**src/rtl/decode_pkg.sv**
```systemverilog
// Shared decode-stage definitions: hazard FSM state encoding and register-index width.
// Latency: n/a (types and constants only).
// Backpressure: n/a.
package decode_pkg;

  localparam int REG_W_DEF = 5;

  typedef logic [1:0] state_t;

  localparam state_t ST_RUN      = 2'd0;
  localparam state_t ST_MEM_WAIT = 2'd1;
  localparam state_t ST_MC_BUSY  = 2'd2;
  localparam state_t ST_REDIRECT = 2'd3;

endpackage

```
**src/rtl/hazard_detect.sv**
```systemverilog
// Load-use detector: flags an ID instruction that reads the destination of a load in EX.
// Latency: purely combinational, same cycle.
// Backpressure: none; the result is consumed by the hazard sequencer.
module hazard_detect
  import decode_pkg::*;
#(
  parameter int REG_W = REG_W_DEF
) (
  input  logic [REG_W-1:0] id_rs1,
  input  logic [REG_W-1:0] id_rs2,
  input  logic             id_use1,
  input  logic             id_use2,
  input  logic [REG_W-1:0] ex_rd,
  input  logic             ex_is_load,
  output logic             load_use
);

  // x0 is never a real producer, so a load targeting it cannot create a hazard.
  always_comb begin
    load_use = ex_is_load && (ex_rd != '0) &&
               ((id_use1 && (id_rs1 == ex_rd)) || (id_use2 && (id_rs2 == ex_rd)));
  end

endmodule

```
**src/rtl/hazard_ctrl.sv**
```systemverilog
// Stall/flush sequencer for the PC and the IF/ID, ID/EX, EX/MEM, MEM/WB pipeline registers.
// Latency: stall/flush are combinational from state+inputs; mc_timeout and stall_cycles are registered.
// Backpressure: holds the front of the pipe during memory waits, multi-cycle ops and load-use bubbles.
module hazard_ctrl
  import decode_pkg::*;
#(
  parameter int REG_W     = REG_W_DEF,
  parameter int REDIR_CYC = 2,
  parameter int MC_MAX    = 64,
  parameter int CNT_W     = 16
) (
  input  logic             clk,
  input  logic             rst,
  input  logic [REG_W-1:0] id_rs1,
  input  logic [REG_W-1:0] id_rs2,
  input  logic             id_use1,
  input  logic             id_use2,
  input  logic [REG_W-1:0] ex_rd,
  input  logic             ex_is_load,
  input  logic             ex_br_taken,
  input  logic             ex_mc_start,
  input  logic             ex_mc_done,
  input  logic             mem_req,
  input  logic             mem_ready,
  output logic             stall_pc,
  output logic             stall_ifid,
  output logic             flush_ifid,
  output logic             stall_idex,
  output logic             flush_idex,
  output logic             stall_exmem,
  output logic             flush_exmem,
  output logic             stall_memwb,
  output logic             flush_memwb,
  output logic             mc_timeout,
  output logic [CNT_W-1:0] stall_cycles
);

  localparam int RCW = (REDIR_CYC > 1) ? $clog2(REDIR_CYC + 1) : 1;
  localparam int MCW = (MC_MAX > 1) ? $clog2(MC_MAX) : 1;

  state_t         state, state_nx;
  logic           pend_redir, pend_redir_nx;
  logic           redir_first, redir_first_nx;
  logic [RCW-1:0] redir_cnt, redir_cnt_nx;
  logic [MCW-1:0] mc_cnt, mc_cnt_nx;
  logic           mc_timeout_nx;
  logic           load_use;
  logic           mem_stall;

  hazard_detect #(.REG_W(REG_W)) u_detect (
    .id_rs1     (id_rs1),
    .id_rs2     (id_rs2),
    .id_use1    (id_use1),
    .id_use2    (id_use2),
    .ex_rd      (ex_rd),
    .ex_is_load (ex_is_load),
    .load_use   (load_use)
  );

  assign mem_stall = mem_req && !mem_ready;

  // State register plus the redirect/multi-cycle bookkeeping that travels with it.
  always_ff @(posedge clk) begin
    if (!rst) begin
      state       <= ST_RUN;
      pend_redir  <= 1'b0;
      redir_first <= 1'b0;
      redir_cnt   <= '0;
      mc_cnt      <= '0;
      mc_timeout  <= 1'b0;
    end else begin
      state       <= state_nx;
      pend_redir  <= pend_redir_nx;
      redir_first <= redir_first_nx;
      redir_cnt   <= redir_cnt_nx;
      mc_cnt      <= mc_cnt_nx;
      mc_timeout  <= mc_timeout_nx;
    end
  end

  // Next-state: RUN checks memory wait, multi-cycle start, branch in that priority order.
  always_comb begin
    state_nx       = state;
    pend_redir_nx  = pend_redir;
    redir_first_nx = 1'b0;
    redir_cnt_nx   = redir_cnt;
    mc_cnt_nx      = mc_cnt;
    mc_timeout_nx  = 1'b0;
    case (state)
      ST_RUN: begin
        if (mem_stall) begin
          // A branch resolving under a memory wait is replayed once memory completes.
          state_nx      = ST_MEM_WAIT;
          pend_redir_nx = ex_br_taken;
        end else if (ex_mc_start) begin
          state_nx  = ST_MC_BUSY;
          mc_cnt_nx = '0;
        end else if (ex_br_taken && (REDIR_CYC > 1)) begin
          state_nx     = ST_REDIRECT;
          redir_cnt_nx = RCW'(REDIR_CYC - 1);
        end
      end
      ST_MEM_WAIT: begin
        if (mem_ready) begin
          pend_redir_nx = 1'b0;
          if (pend_redir) begin
            state_nx       = ST_REDIRECT;
            redir_cnt_nx   = RCW'(REDIR_CYC);
            redir_first_nx = 1'b1;
          end else begin
            state_nx = ST_RUN;
          end
        end
      end
      ST_MC_BUSY: begin
        mc_cnt_nx = mc_cnt + MCW'(1);
        if (ex_mc_done) begin
          state_nx = ST_RUN;
        end else if (mc_cnt == MCW'(MC_MAX - 1)) begin
          state_nx      = ST_RUN;
          mc_timeout_nx = 1'b1;
        end
      end
      ST_REDIRECT: begin
        if (ex_br_taken) begin
          redir_cnt_nx = RCW'(REDIR_CYC);
        end else begin
          redir_cnt_nx = redir_cnt - RCW'(1);
          if (redir_cnt == RCW'(1)) begin
            state_nx = ST_RUN;
          end
        end
      end
      default: state_nx = ST_RUN;
    endcase
  end

  // Outputs: stall and flush never target the same boundary; everything is quiet during reset.
  always_comb begin
    stall_pc    = 1'b0;
    stall_ifid  = 1'b0;
    flush_ifid  = 1'b0;
    stall_idex  = 1'b0;
    flush_idex  = 1'b0;
    stall_exmem = 1'b0;
    flush_exmem = 1'b0;
    stall_memwb = 1'b0;
    flush_memwb = 1'b0;
    if (rst) begin
      case (state)
        ST_RUN: begin
          if (!mem_stall && !ex_mc_start) begin
            if (ex_br_taken) begin
              flush_ifid = 1'b1;
              flush_idex = 1'b1;
            end else if (load_use) begin
              stall_pc   = 1'b1;
              stall_ifid = 1'b1;
              flush_idex = 1'b1;
            end
          end
        end
        ST_MEM_WAIT: begin
          stall_pc    = 1'b1;
          stall_ifid  = 1'b1;
          stall_idex  = 1'b1;
          stall_exmem = 1'b1;
          flush_memwb = 1'b1;
        end
        ST_MC_BUSY: begin
          stall_pc    = 1'b1;
          stall_ifid  = 1'b1;
          stall_idex  = 1'b1;
          flush_exmem = 1'b1;
        end
        ST_REDIRECT: begin
          flush_ifid = 1'b1;
          flush_idex = redir_first;
        end
        default: ;
      endcase
    end
  end

  // Perf counter of PC-stall cycles, pinned at all-ones once full.
  always_ff @(posedge clk) begin
    if (!rst) begin
      stall_cycles <= '0;
    end else if (stall_pc && (stall_cycles != '1)) begin
      stall_cycles <= stall_cycles + CNT_W'(1);
    end
  end

endmodule

```
**config.mk**
```make
export PLATFORM = sky130hd
export DESIGN_NAME = hazard_ctrl
export DESIGN_NICKNAME = d
export VERILOG_FILES = /design/src/rtl/decode_pkg.sv /design/src/rtl/hazard_detect.sv /design/src/rtl/hazard_ctrl.sv
export SDC_FILE = /design/constraint.sdc
export NUM_CORES = 1
export LEC_CHECK = 0
export BUFFER_PORTS_ARGS = -buffer_cell sky130_fd_sc_hd__buf_2
export CORE_ASPECT_RATIO = 1.4
export CORE_UTILIZATION = 56
export DETAILED_ROUTE_END_ITERATION = 10
export GPL_TIMING_DRIVEN = 1
export PLACE_DENSITY = 0.85
export SLEW_MARGIN = 20
export SYNTH_ARGS = -nofsm -noshare
export SYNTH_HDL_FRONTEND = slang
export SYNTH_SLANG_ARGS = --single-unit
```
**constraint.sdc**
```tcl
create_clock -name clk -period 3.7 [get_ports clk]
set_input_delay 0.37 -clock clk [delete_from_list [all_inputs] [get_ports clk]]
set_output_delay 0.37 -clock clk [all_outputs]
set_load 0.02 [all_outputs]
```
==> impl_metrics.ini, run 1 <==
[run_status]
status = complete, no violations

[cells_and_area]
drive_gt1_share_pct = 24.1
finalNonFillerCells = 303
nets = 299
antenna_cells = 0
syn2layout_area_growth_pct = 17.4

[worst_setup_path]
rrSetupSlack_ns = 1.09
crit_required_ns = 3.92
r2r.worst_path.cells = 7
critical_path.startpoint = stall_cycles[0]
endpoint_kind = register
worstSetupEndpoint = stall_cycles[8]
start_kind = register
cp_max_fo = 25
crit_arrival_ns = 2.83
regToRegEndpoint = stall_cycles[8]
critPathKind = register to register
timing.rr.start = stall_cycles[0]

[synth]
synth_seq_area_share_pct = 32.4
yosysMostFrequentCell = dfxtp_1
synthArstFlopShare_pct = 0
yosysTopAreaCellShare_pct = 32.4
syn-num-nets = 251
synth_ff_type = dfxtp_1
yosysWarnings = 0
synth_cells = 217
synth_common_cells = 29 x dfxtp_1, 18 x nand2_1, 18 x nor2_1
synth-edff-count = 0
synth_seq_cells = 29
synthTopCellsByArea = dfxtp_1 32%, ha_1 6.3%, xnor2_1 5.4%
syn_avg_cell_area_um2 = 8.26
ys_types = 51
synth_area_um2 = 1790
synth_area_leader_cell = dfxtp_1

[clocking]
clk_latency_ns = 0.29
post_cts_resize_count = 0
cts_hold_buf = 0
htree_levels = 2
cts_setup_buffers = 0
clock_path_buffers = 2
cts_buffers = 5
cts_root_buffer = clkbuf_8
cts_tree = done
clock-sinks = 29
path_clk_slew_ns = 0.06

[floorplan]
die_y_um = 68.9
initial_core_util_pct = 60.4
die-width_um = 49.8
io_pins = 51
dieArea_um2 = 3430
core-area_um2 = 2960
num_rows = 23

[pwr]
ir_drop_v = 0.000357
power.density_nw_per_um2 = 527
power_leakage_nw = 0.903

[global_routing]
antenna_found_initial = 0
grt-busiest-layer = met2
use_met1_pct = 26.1
grt-ovfl-total = 0
grtUsageMet3_pct = 7.02
grt_max_degree = 26
track_usage_pct = 26.4
use_met2_pct = 50.5
grt_pass1_vias = 1589
grt_pass1_wl_um = 6720

[timing]
finalSetupViolCount = 0
maxSlewHeadroom_pct = 35.5
skew_ns = 0.00584
tightestPinTransition_ns = 0.968
fin_setup_tns_ns = 0
min_period_over_period_pct = 70.4
finalCriticalPeriod_ns = 2.61
final_max_slew_viol_count = 0
rsz0062_at_grt = no
max_freq_mhz = 384
finalHoldViolations = 0

[run]
maxCapViolations = 0

[placement]
dp_hpwl_um = 2990
routabilityCongestion = 0.788
portBuffers = 49
dp_cells = 295

[detailed_routing]
routedWlPerCell_um = 13.2
drt_pass1_iterations = 4
vias = 1745
routed_wl_um = 4010
detail-route-antenna-nets = 0
drt_iter0_markers = 34
drc = 0
avgViaCountPerCell = 5.76

[min_path]
min_path_type = input pin to register
## metal layers
layer  wire, um  vias up  share of wire [%]
li1           -      878                  -
met1       1670      809                 42
met2       2050       47                 51
met3        175       11                4.4
met4        108        0                2.7
met5          0        -                  0
## worst min-delay path by stage
stage,from,endpoint,slack [ns],cells after the start
floorplan,redir_cnt[1],redir_cnt[1],0.44,2
global placement,redir_cnt[1],redir_cnt[1],0.46,2
detailed placement,redir_cnt[1],redir_cnt[1],0.47,2
CTS,ex_mc_done,mc_timeout,0.24,2
global route,ex_mc_done,mc_timeout,0.25,2
finish,ex_mc_done,mc_timeout,0.25,2
## placed cells by master, fill, tap and decap left out, drive strengths merged, types with 5 or more instances in the layout
| cell | Yosys | final |
|---|---|---|
| nor2 | 18 | 18 |
| ha | 9 | 9 |
| nand4 | 6 | 6 |
| xnor2 | 11 | 11 |
| clkbuf | 3 | 6 |
| nor2b | 5 | 5 |
| o21ai | 14 | 14 |
| o31ai | 6 | 6 |
| dfxtp | 29 | 29 |
| nand2 | 18 | 18 |
| inv | 11 | 11 |
| a21oi | 13 | 13 |
| nand3 | 12 | 12 |
| buf | 6 | 50 |
## metrics by stage
step	area, um^2	utilization (%)	setup slack, ns	hold WS (ns)	total power [W]
after floorplan	1790	-	1.51	0.444	0.000781
after global placement	2020	68.2	1.21	0.460	0.000846
after detailed placement	2020	68.2	1.13	0.471	0.000859
after CTS	2100	71.0	1.11	0.238	0.00111
after global routing	2100	71.0	0.867	0.253	0.00118
final	2100	71.0	1.09	0.250	0.00111
## where the power goes
group | internal, W | switching, W | total [W] | leakage (nW)
logic | 0.000171 | 0.000298 | 0.000468 | 0.623
clock network | 0.000130 | 0.000123 | 0.000253 | 0.0450
registers | 0.000351 | 0.0000365 | 0.000388 | 0.235
## registers in the layout, summed over array words and instances, names as in the netlist
register,cells
mc_cnt,6
mc_timeout,1
pend_redir,1
redir_cnt,2
redir_first,1
stall_cycles,16
state,2
## cells by family (layout without fill, tap and decap cells)
logic type | count (synthesis) | after routing | share of synthesized area (%)
AOI/OAI and AO/OA | 54 | 54 | 19.9
DFF | 29 | 29 | 32.4
buffers and inverters | 21 | 70 | 6.42
and+or+nand+nor | 86 | 86 | 26.3
muxes | 2 | 2 | 1.12
other | 1 | 1 | 0.209
xor gates and xnor gates | 15 | 15 | 7.33
adders and majority gates | 9 | 9 | 6.29
## worst max-delay path: stages (launching register included)
cell,delay (ns)
dfxtp_1,0.41
ha_1,0.23
nand2_1,0.12
nor4_4,0.43
a311oi_1,0.18
a21oi_2,0.76
o21ai_0,0.25
a21oi_1,0.16
## final cells by class
class | count | area [um^2]
Multi-Input combinational cell | 167 | 1100
Fill cell | 262 | 861
Sequential cell | 29 | 581
Timing Repair Buffer | 50 | 253
Clock buffer | 6 | 72.6
Tap cell | 37 | 46.3
Inverter | 12 | 45.0
Clock inverter | 2 | 10.0
Note: power is estimated with default switching activity, not from simulation.
==> run 2: changes to the inputs <==
--- a/config.mk
+++ b/config.mk
@@ -5,12 +5,13 @@
 export SDC_FILE = /design/constraint.sdc
 export NUM_CORES = 1
 export LEC_CHECK = 0
+export ABC_AREA = 1
 export BUFFER_PORTS_ARGS = -buffer_cell sky130_fd_sc_hd__buf_2
 export CORE_ASPECT_RATIO = 1.4
-export CORE_UTILIZATION = 56
+export CORE_UTILIZATION = 48
 export DETAILED_ROUTE_END_ITERATION = 10
 export GPL_TIMING_DRIVEN = 1
-export PLACE_DENSITY = 0.85
+export PLACE_DENSITY = 0.76
 export SLEW_MARGIN = 20
 export SYNTH_ARGS = -nofsm -noshare
 export SYNTH_HDL_FRONTEND = slang
==> constraint.sdc (replaced) <==
create_clock -name clk -period 2.3 [get_ports clk]
set_input_delay 0.23 -clock clk [delete_from_list [all_inputs] [get_ports clk]]
set_output_delay 0.23 -clock clk [all_outputs]
set_load 0.02 [all_outputs]
==> run 2 against run 1 <==
The flow now finishes with violations (DRC). Sequential power up 62%. Final area up 15%. Worst setup slack worse by 0.79 ns. Non-clock buffer count up 3. Power up 72%. Sequential cell count unchanged. Synthesized area up 16%. Register-to-register slack worse by 0.78 ns. Largest cell class unchanged.
==> impl_metrics.ini, run 2 <==
[global_routing]
grt-ovfl-total = 0
grt_max_degree = 19
antenna_found_initial = 0
grt_pass1_vias = 1983
track_usage_pct = 23.2
grt_pass1_wl_um = 8350

[detailed_routing]
drt_iter0_markers = 160
drc = 3
drt_pass1_iterations = 7
routedWlPerCell_um = 11.8
avgViaCountPerCell = 5.28
detail-route-antenna-nets = 0
routed_wl_um = 4900
vias = 2200

[clocking]
htree_levels = 2
path_clk_slew_ns = 0.07
clock-sinks = 29
post_cts_resize_count = 0
cts_root_buffer = clkbuf_8
cts_hold_buf = 0
cts_setup_buffers = 0
clk_latency_ns = 0.29
clock_path_buffers = 2
cts_buffers = 5
cts_tree = done

[cells_and_area]
drive_gt1_share_pct = 19.9
nets = 407
top_regs = stall_cycles: 16 flops, mc_cnt: 6 flops
syn2layout_area_growth_pct = 16.8
layout_commonest_cell = nand2_1
final_cell_mix = 78 x nand2_1, 53 x inv_1, 49 x buf_2
top_register = stall_cycles
largest_register_ffs = 16
antenna_cells = 0

[min_path]
min_path_type = input pin to register
holdPathEnd = mc_timeout
worstHoldStart = ex_mc_done
hold_depth = 2

[pwr]
power_leakage_nw = 1.16
combPwrFrac_pct = 46.7
p_clk_share_pct = 20.4
netSwitchingFraction_pct = 45.0
pwr-share-seq_pct = 33.0
p_total_w = 0.00190
p_sw_w = 0.000856
power.density_nw_per_um2 = 784
ir_drop_v = 0.000533
p_int_w = 0.00105

[synth]
synth_area_um2 = 2080
yosysWarnings = 0
syn-num-nets = 356
synth_seq_area_share_pct = 27.9
syn_avg_cell_area_um2 = 6.46
yosysMostFrequentCell = nand2_1
synthTopCellsByArea = dfxtp_1 28%, nand2_1 14%, inv_1 9.6%
synth_seq_cells = 29
synthArstFlopShare_pct = 0
ys_types = 29
synth_cells = 322
synth_area_leader_cell = dfxtp_1
synth_ff_type = dfxtp_1
synth_common_cells = 78 x nand2_1, 53 x inv_1, 30 x nor2_1
yosysTopAreaCellShare_pct = 27.9
synth-edff-count = 0

[run_status]
violations = DRC
status = complete, but fails checks

[worst_setup_path]
regToRegEndpoint = stall_cycles[5]
start_kind = register
critPathKind = register to output port
crit_arrival_ns = 1.77
rrSetupSlack_ns = 0.31
crit_required_ns = 2.07
endpoint_kind = output port
timing.rr.start = stall_cycles[0]
cp_max_fo = 5
r2r.worst_path.cells = 9

[floorplan]
die-width_um = 57.6
initial_core_util_pct = 49.5
dieArea_um2 = 4600
core-area_um2 = 4200
io_pins = 51
num_rows = 28
die_y_um = 79.9

[timing]
finalCriticalPeriod_ns = 2.00
min_period_over_period_pct = 86.9
rsz0062_at_grt = no
finalSetupViolCount = 0
skew_ns = 0.0133
final_max_slew_viol_count = 0
fin_setup_tns_ns = 0
max_freq_mhz = 500
finalHoldViolations = 0

[placement]
routabilityCongestion = 0.919
dp_hpwl_um = 3710
portBuffers = 49

[run]
maxCapViolations = 0
-- run 2: cell types whose count changed in the layout (fill, tap and decap cells not counted), sizes merged, moves of 5 or more --
cell | before | now
nand2 | 18 | 79
inv | 11 | 54
nor2 | 18 | 31
nor3 | 4 | 15
a21oi | 13 | 23
nand4 | 6 | 16
nand3 | 12 | 20
nor2b | 5 | 0
o31ai | 6 | 1
xnor2 | 11 | 6
xor2 | 4 | 9
-- run 2: cells by family after synthesis --
family,count (synthesis),synth area share (%)
AOI/OAI and AO/OA,43,12.5
xor gates and xnor gates,15,6.32
adders and majority gates,9,5.42
buffers and inverters,63,12.5
DFF,29,27.9
other,1,0.180
and+or+nand+nor,162,35.3
-- run 2: area by class of cell --
| cell class | count | area (um^2) |
|---|---|---|
| sequential | 29 | 581 |
| fill | 396 | 1780 |
| clock inverter | 1 | 5.00 |
| clock buffer | 5 | 68.8 |
| timing repair buffer | 53 | 275 |
| tap | 45 | 56.3 |
| multi-input combinational | 230 | 1240 |
| inverter | 54 | 203 |
-- run 2: per-stage QoR --
step | utilization, % | instances | hold slack [ns] | area, um^2 | worst slack [ns]
2_1_floorplan | - | 322 | 0.309 | 2080 | 0.0338
3_3_place_gp | 56.0 | 411 | 0.412 | 2350 | 0.364
3_5_place_dp | 56.0 | 411 | 0.415 | 2350 | 0.336
4_1_cts | 57.8 | 417 | 0.115 | 2430 | 0.193
5_1_grt | 57.8 | 417 | 0.117 | 2430 | 0.0574
6_report | 57.8 | 417 | 0.118 | 2430 | 0.302
-- run 2: how the worst max path moves through the flow --
stage	from	end	slack (ns)	cells after the start
detailed placement	stall_cycles[0]	stall_cycles[5]	0.34	9
global placement	stall_cycles[0]	stall_cycles[1]	0.36	10
floorplan	state[0]	stall_pc	0.03	5
global route	state[0]	stall_pc	0.06	7
finish	state[1]	stall_ifid	0.30	7
CTS	state[0]	stall_ifid	0.19	7
-- run 2: critical path: stages (launching register included) --
cell,delay [ns]
dfxtp_1,0.36
inv_1,0.12
ha_1,0.23
nand3_1,0.12
nor2_1,0.15
nand3_1,0.11
a21boi_1,0.19
buf_2,0.20
-- run 2: per-layer routing --
layer	vias to the layer above	share of wire, %	GRT usage [%]
met5	-	0	0
met4	0	2.0	10.5
met3	10	4.3	5.19
met2	54	53	41.5
met1	1006	41	25.7
li1	1130	-	-
-- run 2: power groups by stage --
stage | Sequential (W) | Clock [W] | Combinational [W]
final | 0.000627 | 0.000388 | 0.000888
after global routing | 0.000636 | 0.000428 | 0.00100
after CTS | 0.000627 | 0.000394 | 0.000885
after detailed placement | 0.000638 | 0 | 0.000879
after global placement | 0.000634 | 0 | 0.000866
after floorplan | 0.000643 | 0 | 0.000668
==> run 3: changes to the inputs <==
--- a/config.mk
+++ b/config.mk
@@ -12,6 +12,7 @@
 export DETAILED_ROUTE_END_ITERATION = 10
 export GPL_TIMING_DRIVEN = 1
 export PLACE_DENSITY = 0.76
+export RECOVER_POWER = 50
 export SLEW_MARGIN = 20
 export SYNTH_ARGS = -nofsm -noshare
 export SYNTH_HDL_FRONTEND = slang
==> run 3 against run 2 <==
The run still ends with DRC left. Power is 0.88% lower. Critical endpoint is now stall_cycles[11]. Combinational power is 0.9% lower. Largest power group unchanged. Clock skew is 0.0047 ns lower.
==> impl_metrics.ini, run 3 (same netlist as run 2, synthesis figures left out) <==
[detailed_routing]
drc = 3
detail-route-antenna-nets = 0
avgViaCountPerCell = 5.26
routed_wl_um = 4910
drt_iter0_markers = 162
drt_pass1_iterations = 8
vias = 2192
routedWlPerCell_um = 11.8

[placement]
place_ws_ns = 0.336
routabilityCongestion = 0.919
portBuffers = 49
dp_hpwl_um = 3710

[pwr]
p_total_w = 0.00189
p_clk_share_pct = 20.1
p_sw_w = 0.000847
p_int_w = 0.00104
power_leakage_nw = 1.07
pwr-share-seq_pct = 33.3
ir_drop_v = 0.000531
netSwitchingFraction_pct = 44.9
power.density_nw_per_um2 = 785
combPwrFrac_pct = 46.6

[timing]
finalSetupViolCount = 0
fin_setup_tns_ns = 0
finalCriticalPeriod_ns = 2.00
rsz0062_at_grt = no
final_max_slew_viol_count = 0
skew_ns = 0.00866
layout_setup_ws_ns = 0.296
max_freq_mhz = 499
min_period_over_period_pct = 87.2
finalHoldViolations = 0

[worst_setup_path]
path_cells = ha_1 > nand2_2 > nor2_4 > nand3_1 > nor3_2 > nand3_2 > nand3_4 > nand2_1 > a21oi_2
r2r.worst_path.cells = 9
cp_max_fo = 18
regToRegEndpoint = stall_cycles[11]
rrSetupSlack_ns = 0.30
critPathKind = register to register
endpoint_kind = register
crit_arrival_ns = 2.21
cpPeakStageDelay_ns = 0.41
crit_required_ns = 2.51
slowest_stage = dfxtp_1
timing.rr.start = stall_cycles[0]
start_kind = register

[cells_and_area]
final_cell_mix = 78 x nand2_1, 53 x inv_1, 30 x nor2_1
layout_commonest_cell = nand2_1
top_regs = stall_cycles: 16 flops, mc_cnt: 6 flops
antenna_cells = 0
syn2layout_area_growth_pct = 15.6
fill_cells = 411
largest_register_ffs = 16
nets = 407
fin_util_pct = 57.2
top_register = stall_cycles
drive_gt1_share_pct = 14.5

[clocking]
clock-sinks = 29
cts_tree = done
path_clk_slew_ns = 0.06
cts_root_buffer = clkbuf_8
clk_latency_ns = 0.28
cts_hold_buf = 0
htree_levels = 2
clock_path_buffers = 2
cts_buffers = 5

[floorplan]
die_y_um = 79.9
initial_core_util_pct = 49.5
io_pins = 51
core-area_um2 = 4200
dieArea_um2 = 4600
num_rows = 28
die-width_um = 57.6

[global_routing]
antenna_found_initial = 0
grt_pass1_wl_um = 8350
grt_max_degree = 19
grt_pass1_vias = 1983
track_usage_pct = 23.2
grt-ovfl-total = 0

[min_path]
hold_depth = 2
worstHoldStart = ex_mc_done
holdPathEnd = mc_timeout
min_path_type = input pin to register

[run_status]
violations = DRC
status = complete, but fails checks

[run]
maxCapViolations = 0
run 3: changes by cell type in the layout (fill, tap and decap cells not counted):
cell	before	now
clkbuf_1	0	20
buf_2	49	29
run 3: power groups by stage:
stage,Sequential (W),Clock [W],Combinational [W]
4_1_cts,0.000627,0.000394,0.000885
5_1_grt,0.000637,0.000428,0.000995
2_1_floorplan,0.000643,0,0.000668
6_report,0.000628,0.000380,0.000880
3_3_place_gp,0.000634,0,0.000866
3_5_place_dp,0.000638,0,0.000879
run 3: through the flow:
step	cells	hold slack, ns	cell area [um^2]
finish	417	0.125	2400
detailed placement	411	0.415	2350
global route	417	0.117	2400
global placement	411	0.412	2350
CTS	417	0.115	2430
floorplan	322	0.309	2080
run 3: worst max-delay path by stage:
stage	start	end	cells after the start
finish	stall_cycles[0]	stall_cycles[11]	9
global placement	stall_cycles[0]	stall_cycles[1]	10
floorplan	state[0]	stall_pc	5
CTS	state[0]	stall_ifid	7
detailed placement	stall_cycles[0]	stall_cycles[5]	9
global route	state[0]	stall_pc	7
run 3: repair_timing:
| item | CTS | global route |
|---|---|---|
| endpoints found under the setup margin | 0 | 2 |
| resized for setup | 0 | 1 |
| buffers inserted | 0 | 0 |
run 3: cell type report:
type / instances / area, um^2 / area share, %
clock buffer: 5 / 68.8 / 2.86
sequential: 29 / 581 / 24.2
tap: 45 / 56.3 / 2.34
timing repair buffer: 53 / 250 / 10.4
inverter: 54 / 203 / 8.43
multi-input combinational: 230 / 1240 / 51.6
clock inverter: 1 / 5.00 / 0.208
run 3: per-layer routing:
layer  GRT usage, %  share of wire [%]  vias up
li1               -                  -     1130
met1           25.7                 41      991
met2           41.5                 52       58
met3           5.19                4.2       13
met4           10.5                2.5        0
met5              0                  0        -
run 3: critical path, delay by kind of cell (launching register included):
family,cells,cell delay [ns]
simple gates,7,1.14
compound gates,1,0.12
flops,1,0.41
fa+ha+maj,1,0.25
